File: config.mk
export PLATFORM = sky130hd
export DESIGN_NAME = adc32_pipe
export DESIGN_NICKNAME = d
export VERILOG_FILES = /design/src/rtl/adc32_pipe.sv
export SDC_FILE = /design/constraint.sdc
export NUM_CORES = 1
export LEC_CHECK = 0
export BUFFER_PORTS_ARGS = -buffer_cell sky130_fd_sc_hd__buf_2
export CAP_MARGIN = 15
export CELL_PAD_IN_SITES_DETAIL_PLACEMENT = 1
export CELL_PAD_IN_SITES_GLOBAL_PLACEMENT = 1
export CORE_ASPECT_RATIO = 1.5
export CORE_UTILIZATION = 41
export DETAILED_ROUTE_END_ITERATION = 10
export GPL_TIMING_DRIVEN = 1
export PLACE_DENSITY_LB_ADDON = 0.1
export RECOVER_POWER = 100
export SLEW_MARGIN = 10
export SYNTH_ARGS = -nofsm -noshare
export SYNTH_HDL_FRONTEND = slang
export SYNTH_SLANG_ARGS = --single-unit
File: constraint.sdc
create_clock -name clk -period 3.4 [get_ports clk]
set_clock_uncertainty 0.2 [all_clocks]
set_input_delay 0.85 -clock clk [delete_from_list [all_inputs] [get_ports clk]]
set_output_delay 0.85 -clock clk [all_outputs]
set_load 0.03 [all_outputs]
File: src/rtl/adc32_pipe.sv
// adc32_pipe: two-stage pipelined 32-bit add/subtract unit.
//
// The low 16 bits are added in stage 1 and the resulting carry (c16) is
// registered. The high 16 bits and the flags are produced in stage 2 and
// land in the output register. Valid/ready handshakes on both sides.
//
// Ports:
//   clk, rst_n           clock, asynchronous active-low reset
//   in_valid / in_ready  operand handshake (a, b, op, cin)
//   op                   00 ADD, 01 ADC, 10 SUB, 11 SBB
//   out_valid/out_ready  result handshake (sum, flags = {N, Z, C, V})
//
// Build option: define ADC32_FLAGS_EN to compute and register N/Z/C/V.
// Without it, flags reads 4'b0000 and the flag logic is absent.

// 16-bit carry-lookahead adder: four 4-bit lookahead groups with a
// lookahead carry network across the groups. gm/pm are the slice-level
// generate/propagate terms.
module add16 (
    input  logic [15:0] a,
    input  logic [15:0] b,
    input  logic        ci,
    output logic [15:0] s,
    output logic        gm,
    output logic        pm
);
    logic [15:0] g;
    logic [15:0] p;
    logic [15:0] c;
    logic [3:0]  gg;
    logic [3:0]  gp;
    logic [3:0]  cg;

    assign g = a & b;
    assign p = a ^ b;

    genvar k;
    generate
        for (k = 0; k < 4; k++) begin : g_grp
            assign gg[k] = g[4*k+3]
                         | (p[4*k+3] & g[4*k+2])
                         | (p[4*k+3] & p[4*k+2] & g[4*k+1])
                         | (p[4*k+3] & p[4*k+2] & p[4*k+1] & g[4*k]);
            assign gp[k] = &p[4*k +: 4];

            assign c[4*k]   = cg[k];
            assign c[4*k+1] = g[4*k] | (p[4*k] & cg[k]);
            assign c[4*k+2] = g[4*k+1]
                            | (p[4*k+1] & g[4*k])
                            | (p[4*k+1] & p[4*k] & cg[k]);
            assign c[4*k+3] = g[4*k+2]
                            | (p[4*k+2] & g[4*k+1])
                            | (p[4*k+2] & p[4*k+1] & g[4*k])
                            | (p[4*k+2] & p[4*k+1] & p[4*k] & cg[k]);
        end
    endgenerate

    assign cg[0] = ci;
    assign cg[1] = gg[0] | (gp[0] & ci);
    assign cg[2] = gg[1] | (gp[1] & gg[0]) | (gp[1] & gp[0] & ci);
    assign cg[3] = gg[2] | (gp[2] & gg[1]) | (gp[2] & gp[1] & gg[0])
                 | (gp[2] & gp[1] & gp[0] & ci);

    assign gm = gg[3] | (gp[3] & gg[2]) | (gp[3] & gp[2] & gg[1])
              | (gp[3] & gp[2] & gp[1] & gg[0]);
    assign pm = &gp;

    assign s = p ^ c;
endmodule

module adc32_pipe (
    input  logic        clk,
    input  logic        rst_n,
    input  logic        in_valid,
    output logic        in_ready,
    input  logic [31:0] a,
    input  logic [31:0] b,
    input  logic [1:0]  op,
    input  logic        cin,
    output logic        out_valid,
    input  logic        out_ready,
    output logic [31:0] sum,
    output logic [3:0]  flags
);
    // Stage-1 registers. The high operand halves are split into the sign
    // bit (sa/sb) and bits 30:16 so the sign registers feed both the high
    // adder and the overflow flag.
    logic        s1_valid_q, s1_valid_d;
    logic [15:0] lo_sum_q,   lo_sum_d;
    logic        c16_q,      c16_d;
    logic [14:0] a_hi_q,     a_hi_d;
    logic [14:0] b_hi_q,     b_hi_d;
    logic        sa_q,       sa_d;
    logic        sb_q,       sb_d;

    // Output registers.
    logic        out_valid_q, out_valid_d;
    logic [31:0] sum_q,       sum_d;

    logic [31:0] b_mod;
    logic        c0;
    logic [15:0] lo_s;
    logic        lo_gm;
    logic        lo_pm;
    logic [15:0] hi_s;
    logic        s2_free;
    logic        s1_adv;
    logic        accept;

    // SUB/SBB invert B; ADC/SBB take cin, ADD forces 0, SUB forces 1.
    assign b_mod = op[1] ? ~b : b;
    assign c0    = op[0] ? cin : op[1];

    add16 u_lo (
        .a  (a[15:0]),
        .b  (b_mod[15:0]),
        .ci (c0),
        .s  (lo_s),
        .gm (lo_gm),
        .pm (lo_pm)
    );

`ifdef ADC32_FLAGS_EN
    logic       hi_gm;
    logic       hi_pm;
    logic [3:0] flags_q, flags_d;

    add16 u_hi (
        .a  ({sa_q, a_hi_q}),
        .b  ({sb_q, b_hi_q}),
        .ci (c16_q),
        .s  (hi_s),
        .gm (hi_gm),
        .pm (hi_pm)
    );
`else
    logic hi_gm_unused;
    logic hi_pm_unused;

    add16 u_hi (
        .a  ({sa_q, a_hi_q}),
        .b  ({sb_q, b_hi_q}),
        .ci (c16_q),
        .s  (hi_s),
        .gm (hi_gm_unused),
        .pm (hi_pm_unused)
    );
`endif

    assign s2_free  = !out_valid_q || out_ready;
    assign s1_adv   = s1_valid_q && s2_free;
    assign in_ready = !s1_valid_q || s2_free;
    assign accept   = in_valid && in_ready;

    always_comb begin
        s1_valid_d = s1_valid_q;
        lo_sum_d   = lo_sum_q;
        c16_d      = c16_q;
        a_hi_d     = a_hi_q;
        b_hi_d     = b_hi_q;
        sa_d       = sa_q;
        sb_d       = sb_q;
        if (accept) begin
            s1_valid_d = 1'b1;
            lo_sum_d   = lo_s;
            c16_d      = lo_gm | (lo_pm & c0);
            a_hi_d     = a[30:16];
            b_hi_d     = b_mod[30:16];
            sa_d       = a[31];
            sb_d       = b_mod[31];
        end else if (s1_adv) begin
            s1_valid_d = 1'b0;
        end
    end

    // A pop and a stage-2 load in the same cycle keep out_valid high.
    always_comb begin
        out_valid_d = out_valid_q;
        sum_d       = sum_q;
        if (s1_adv) begin
            out_valid_d = 1'b1;
            sum_d       = {hi_s, lo_sum_q};
        end else if (out_ready) begin
            out_valid_d = 1'b0;
        end
    end

`ifdef ADC32_FLAGS_EN
    always_comb begin
        flags_d = flags_q;
        if (s1_adv) begin
            flags_d[3] = hi_s[15];
            flags_d[2] = (hi_s == '0) && (lo_sum_q == '0);
            flags_d[1] = hi_gm | (hi_pm & c16_q);
            flags_d[0] = (sa_q == sb_q) && (hi_s[15] != sa_q);
        end
    end

    always_ff @(posedge clk or negedge rst_n) begin
        if (!rst_n) flags_q <= '0;
        else        flags_q <= flags_d;
    end

    assign flags = flags_q;
`else
    assign flags = '0;
`endif

    always_ff @(posedge clk or negedge rst_n) begin
        if (!rst_n) begin
            s1_valid_q  <= 1'b0;
            lo_sum_q    <= '0;
            c16_q       <= 1'b0;
            a_hi_q      <= '0;
            b_hi_q      <= '0;
            sa_q        <= 1'b0;
            sb_q        <= 1'b0;
            out_valid_q <= 1'b0;
            sum_q       <= '0;
        end else begin
            s1_valid_q  <= s1_valid_d;
            lo_sum_q    <= lo_sum_d;
            c16_q       <= c16_d;
            a_hi_q      <= a_hi_d;
            b_hi_q      <= b_hi_d;
            sa_q        <= sa_d;
            sb_q        <= sb_d;
            out_valid_q <= out_valid_d;
            sum_q       <= sum_d;
        end
    end

    assign out_valid = out_valid_q;
    assign sum       = sum_q;
endmodule

==> results of run 1 <==
## metrics by stage
step | total power (W) | std cells | cell area [sq um] | utilization, %
2_1_floorplan | 0.00244 | 472 | 4730 | -
3_3_place_gp | 0.00287 | 727 | 5520 | 49.9
3_5_place_dp | 0.00294 | 727 | 5520 | 49.9
4_1_cts | 0.00410 | 742 | 5870 | 53.1
5_1_grt | 0.00424 | 742 | 5770 | 52.2
6_report | 0.00399 | 742 | 5770 | 52.2
## final cells by class
cell class              instances  area [sq um]
inverters                      19          71.3
clock buffers                  11           253
fillers                      1314          5290
well taps                     147           184
clock inverters                 4          97.6
flip-flops and latches         83          2080
multi-input cells             348          2430
repair buffers                130           652
## flip-flops by register name (all words and copies together), names as in the netlist
register / cells
b_hi_q: 15
c16_q: 1
out_valid: 1
sb_q: 1
sum: 32
lo_sum_q: 16
sa_q: 1
s1_valid_q: 1
a_hi_q: 15
## worst register-to-register path, stage by stage (launching register included)
cell     delay (ns)
dfrtp_1        0.38
ha_1           0.31
a211o_1        0.32
a211o_1        0.32
a21oi_1        0.30
inv_1          0.10
fa_1           0.39
xnor2_1        0.17
o21ai_0        0.09
## how the worst max path moves through the flow
stage,to,cells past startpoint,from,slack [ns]
2_1_floorplan,lo_sum_q[12],11,op[1],-0.08
3_5_place_dp,lo_sum_q[12],10,op[1],-0.15
6_report,lo_sum_q[12],10,op[1],0.13
5_1_grt,lo_sum_q[12],10,op[1],0.02
3_3_place_gp,lo_sum_q[12],10,op[1],-0.08
4_1_cts,lo_sum_q[12],10,op[1],0.21
## cells by family after synthesis
kind of cell | count (synthesis) | share of synthesized area, %
other | 1 | 0.0803
AND/OR/NAND/NOR | 137 | 12.0
multiplexers | 21 | 5.12
buffers and inverters | 41 | 3.78
XOR/XNOR | 53 | 9.94
adder cells (fa/ha/maj) | 39 | 11.7
flip-flops | 83 | 44.5
AO/OA/AOI/OAI | 94 | 12.8
## where the power goes
part	internal, W	leakage [nW]	switching (W)	total [W]
sequential	0.00127	1.01	0.000165	0.00143
combinational	0.000512	1.64	0.000898	0.00141
clock	0.000754	0.168	0.000393	0.00115
## per-layer routing
metal  track usage, %  vias to the layer above  part of all wire, %
met5                0                        -                    0
met4             8.82                        0                  2.5
met3             4.62                       21                  4.2
met2             39.0                       93                   54
met1             22.3                     1818                   39
li1                 -                     1814                    -
## placed cells by master, fill, tap and decap left out, types with 2 or more instances in the layout
| master | synthesis | routed |
|---|---|---|
| buf_2 | 0 | 69 |
| clkbuf_1 | 14 | 43 |
| a31oi_1 | 2 | 2 |
| o31ai_1 | 4 | 4 |
| clkbuf_8 | 0 | 2 |
| ha_1 | 31 | 31 |
| o31a_1 | 2 | 2 |
| mux2_2 | 19 | 19 |
| bufinv_16 | 0 | 3 |
| nor2_1 | 9 | 9 |
| fa_1 | 8 | 8 |
| a21oi_1 | 10 | 10 |
| clkbuf_16 | 0 | 9 |
| xnor2_1 | 27 | 27 |
| xor2_1 | 26 | 26 |
| a211o_1 | 2 | 2 |
| o21ai_0 | 47 | 47 |
| nand2b_1 | 3 | 3 |
| a21o_1 | 8 | 8 |
| nand4_1 | 2 | 2 |
| dfrtp_1 | 83 | 83 |
| nand3_1 | 4 | 4 |
| conb_1 | 1 | 4 |
| inv_1 | 18 | 18 |
| buf_4 | 4 | 16 |
| nor3_1 | 7 | 7 |
| and3_1 | 4 | 3 |
| o21bai_1 | 5 | 5 |
| nand2_1 | 104 | 104 |
| o21a_1 | 4 | 4 |
==> impl_metrics.env, run 1 <==
export IMPL_worstSkewPairLatency_ns=0.34
export IMPL_syn_inst=469
export IMPL_final_max_slew_viol_count=0
export IMPL_cp_required_ns=3.46
export IMPL_cts_tree="built"
export IMPL_drtIter0Drc=57
export IMPL_die_w_um=89.1
export IMPL_drt_vias_per_instance=5.05
export IMPL_vias=3746
export IMPL_cts_sinks=83
export IMPL_r2r_end="sum[25]"
export IMPL_synth_edff_count=0
export IMPL_min_path_type="reg -> reg"
export IMPL_crit_chain="buf_2, xor2_1, ha_1, and3_1, a2111oi_4, o21bai_1, a221o_1, inv_2, fa_1, o21ai_0"
export IMPL_syn_area_sq_um=4670
export IMPL_cts_hold_buffers=0
export IMPL_hold_slack_ns=0.274
export IMPL_ys_warn_count=0
export IMPL_cp_end_kind="flop"
export IMPL_syn_to_final_growth_pct=23.6
export IMPL_hold_end="sum[21]"
export IMPL_period_needed_ns=3.27
export IMPL_rows=47
export IMPL_ys_seq_area_share_pct=44.5
export IMPL_dieArea_sq_um=11800
export IMPL_core_area_sq_um=11100
export IMPL_crit_fanout=6
export IMPL_cts_setup_buffers=0
export IMPL_ioPinCount=109
export IMPL_numPortBuffers=104
export IMPL_firstDrtPassIters=4
export IMPL_cts_buffers=9
export IMPL_synthTopCellsByCount="nand2_1 (104), dfrtp_1 (83), o21ai_0 (47), ha_1 (31), xnor2_1 (27)"
export IMPL_ir_worst_vdd_uv=256
export IMPL_period_share_pct=96.3
export IMPL_drt_total_wl_mm=11.4
export IMPL_min_from="sum[21]"
export IMPL_whs_path_depth=2
export IMPL_crit_slowest_cell="fa_1"
export IMPL_crit_family="compound AO/OA/AOI/OAI gates"
export IMPL_gp_congestion=0.847
export IMPL_reg2reg_setup_slack_ns=0.66
export IMPL_leakage_nw=2.82
export IMPL_synth_cell_types=45
export IMPL_drc=0
export IMPL_ys_ff_latch=83
export IMPL_die_y_um=133
export IMPL_post_drt_wl_per_cell_um=15.4
export IMPL_start_util_pct=42.2
export IMPL_hold_viol_final=0
export IMPL_htreeDepth=3
export IMPL_synth_top_cell_area_share_pct=44.5
export IMPL_grt_overflow_total=0
export IMPL_ff2ff_path_depth=8
export IMPL_max_freq_ghz=0.305
export IMPL_setup_ws_ns=0.126
export IMPL_avgSynthCellArea_sq_um=9.96
export IMPL_setup_violations=0
export IMPL_cts_reportedPaths_clkPinSlew_ns=0.06
export IMPL_ys_flop_type="dfrtp_1"
export IMPL_antenna_left=0
export IMPL_grt_pass1_vias=4196
export IMPL_cts_root_buf="clkbuf_16"
export IMPL_dp_slack_ns=-0.147
export IMPL_cp_buffers_inverters=2
export IMPL_status="complete, no violations"
export IMPL_synth_area_leaders="dfrtp_1 (44%), nand2_1 (8.4%), ha_1 (8.3%)"
export IMPL_drive_gt1_share_pct=21.7
export IMPL_dp_hpwl_mm=8.90
export IMPL_rsz0062_at_grt="false"
export IMPL_async_flop_share_pct=100
export IMPL_nets=701
export IMPL_maxCapViolations=0
export IMPL_worst_pin_slew_ns=1.22
export IMPL_antenna_cells=0
export IMPL_post_cts_resized=0
export IMPL_grt_pass1_wl_mm=19.0
export IMPL_cpPeakStageDelay_ns=0.39
export IMPL_grt_antenna_before_repair=0
export IMPL_r2r_start="a_hi_q[0]"
export IMPL_power_density_nw_per_um2=691
export IMPL_track_usage_pct=21.1
export IMPL_slew_headroom_pct=18.6
export IMPL_critPathKind="in -> reg"
export IMPL_synth_most_common_cell="nand2_1"
export IMPL_ctsLongestPathBuffers=2
export IMPL_yosysTopAreaCell="dfrtp_1"
export IMPL_grt_max_degree=46
export IMPL_tns_ns=0
export IMPL_startpoint_type="primary input"
export IMPL_critPathArrivalTime_ns=3.34
(Power assumes the default switching activity.)
==> run 2, diff against run 1 <==
--- a/config.mk
+++ b/config.mk
@@ -10,7 +10,8 @@
 export CELL_PAD_IN_SITES_DETAIL_PLACEMENT = 1
 export CELL_PAD_IN_SITES_GLOBAL_PLACEMENT = 1
 export CORE_ASPECT_RATIO = 1.5
-export CORE_UTILIZATION = 41
+export CORE_UTILIZATION = 43
+export CTS_BUF_LIST = sky130_fd_sc_hd__clkbuf_2 sky130_fd_sc_hd__clkbuf_4 sky130_fd_sc_hd__clkbuf_8
 export DETAILED_ROUTE_END_ITERATION = 10
 export GPL_TIMING_DRIVEN = 1
 export PLACE_DENSITY_LB_ADDON = 0.1
==> constraint.sdc (replaced) <==
create_clock -name clk -period 3.5 [get_ports clk]
set_clock_uncertainty 0.2 [all_clocks]
set_input_delay 0.875 -clock clk [delete_from_list [all_inputs] [get_ports clk]]
set_output_delay 0.875 -clock clk [all_outputs]
set_load 0.03 [all_outputs]
==> impl_metrics.env, run 2 (synthesized netlist as in run 1, its figures left out) <==
export IMPL_cts_root_buf="clkbuf_8"
export IMPL_cts_buffers=9
export IMPL_whs_path_depth=2
export IMPL_crit_chain="buf_2, xor2_1, ha_1, and3_1, a2111oi_4, o21bai_1, a221o_1, inv_1, fa_1, o21ai_1"
export IMPL_use_met2_pct=40.1
export IMPL_cp_buffers_inverters=2
export IMPL_grt_pass1_wl_mm=17.9
export IMPL_crit_fanout=5
export IMPL_nets=692
export IMPL_status="complete, no violations"
export IMPL_die_y_um=130
export IMPL_htreeDepth=3
export IMPL_hold_slack_ns=0.279
export IMPL_start_util_pct=44.1
export IMPL_final_max_slew_viol_count=0
export IMPL_largest_reg_flops=32
export IMPL_ff2ff_path_depth=7
export IMPL_startpoint_type="primary input"
export IMPL_drc=0
export IMPL_cpPeakStageDelay_ns=0.42
export IMPL_instances_no_fill=731
export IMPL_firstDrtPassIters=4
export IMPL_period_needed_ns=3.29
export IMPL_cp_end_kind="flop"
export IMPL_reg2reg_setup_slack_ns=0.77
export IMPL_track_usage_pct=20.9
export IMPL_antenna_cells=0
export IMPL_ioPinCount=109
export IMPL_ctsLongestPathBuffers=2
export IMPL_vias=3691
export IMPL_dieArea_sq_um=11300
export IMPL_post_drt_wl_per_cell_um=15.2
export IMPL_drt_total_wl_mm=11.1
export IMPL_period_share_pct=94.1
export IMPL_worstSkewPairLatency_ns=0.36
export IMPL_ir_worst_vdd_uv=186
export IMPL_max_freq_ghz=0.304
export IMPL_busiest_layer="met2"
export IMPL_utilization_pct=52.8
export IMPL_grt_pass1_vias=3866
export IMPL_setup_violations=0
export IMPL_leakage_nw=2.74
export IMPL_dp_cells=714
export IMPL_rows=46
export IMPL_die_w_um=87.1
export IMPL_core_area_sq_um=10600
export IMPL_critPathArrivalTime_ns=3.37
export IMPL_hold_viol_final=0
export IMPL_grt_antenna_before_repair=0
export IMPL_mostFrequentLayoutCells="nand2_1 (104), dfrtp_1 (83), buf_2 (69)"
export IMPL_grt_max_degree=84
export IMPL_cts_tree="built"
export IMPL_syn_to_final_growth_pct=19.9
export IMPL_cts_sinks=83
export IMPL_fin_total_pwr_w=0.00353
export IMPL_crit_family="compound AO/OA/AOI/OAI gates"
export IMPL_critPathKind="in -> reg"
export IMPL_slew_headroom_pct=8.74
export IMPL_grt_overflow_total=0
export IMPL_drt_vias_per_instance=5.05
export IMPL_crit_slowest_cell="fa_1"
export IMPL_rsz0062_at_grt="false"
export IMPL_drive_gt1_share_pct=21.0
export IMPL_min_path_type="reg -> reg"
export IMPL_dp_slack_ns=-0.0636
export IMPL_cts_setup_buffers=0
export IMPL_power_density_nw_per_um2=631
export IMPL_layout_commonest_cell="nand2_1"
export IMPL_antenna_left=0
export IMPL_cp_depth=10
export IMPL_dp_hpwl_mm=8.55
export IMPL_grt_use_met1_pct=22.2
export IMPL_drtIter0Drc=96
export IMPL_cts_reportedPaths_clkPinSlew_ns=0.08
export IMPL_post_cts_resized=0
export IMPL_gp_congestion=0.733
export IMPL_cts_hold_buffers=0
export IMPL_maxCapViolations=0
export IMPL_met3_usage_pct=4.90
export IMPL_worst_pin_slew_ns=1.37
export IMPL_cp_required_ns=3.58
export IMPL_numPortBuffers=104
export IMPL_setup_ws_ns=0.206
## run 2: cell count changes in the layout (fill, tap and decap cells not counted), moves of 2 or more
cell	change
clkbuf_8	+9
clkbuf_4	+2
clkbuf_1	-4
clkbuf_16	-9
buf_4	-6
## run 2: report_power, final
part / total (W) / internal [W] / leakage [nW] / switching, W
clock: 0.000788 / 0.000448 / 0.116 / 0.000340
combinational: 0.00136 / 0.000490 / 1.61 / 0.000869
sequential: 0.00138 / 0.00123 / 1.01 / 0.000155
## run 2: area by class of cell
type / count / area, sq um
clock buffers: 12 / 159
well taps: 144 / 180
repair buffers: 121 / 607
multi-input cells: 348 / 2430
fillers: 1306 / 4990
flip-flops and latches: 83 / 2080
clock inverters: 4 / 72.6
inverters: 19 / 71.3
## run 2: worst paths after layout
check / startpoint / endpoint
setup / recovery: op[1] / lo_sum_q[12]
hold / removal: sum[22] / sum[22]
setup reg to reg: a_hi_q[0] / sum[24]
hold reg to reg: sum[22] / sum[22]
max in group asynchronous: rst_n / lo_sum_q[9]
min in group asynchronous: rst_n / sum[21]
## run 2: worst reg2reg max path, stage by stage, from the launching register on
cell	delay, ns
dfrtp_1	0.40
ha_1	0.32
a211o_1	0.32
a211o_1	0.32
a21oi_1	0.28
inv_1	0.10
fa_1	0.43
mux2_2	0.26
## run 2: stage by stage
step | area [sq um] | setup TNS, ns
2_1_floorplan | 4730 | -0.00580
3_3_place_gp | 5440 | 0
3_5_place_dp | 5440 | -0.0636
4_1_cts | 5670 | 0
5_1_grt | 5600 | 0
6_report | 5600 | 0
## run 2: routing by layer
metal,vias to the layer above,wire (um),share of wire (%)
met5,-,0,0
met3,10,470,4.2
li1,1794,-,-
met2,76,6180,56
met4,0,144,1.3
met1,1811,4310,39
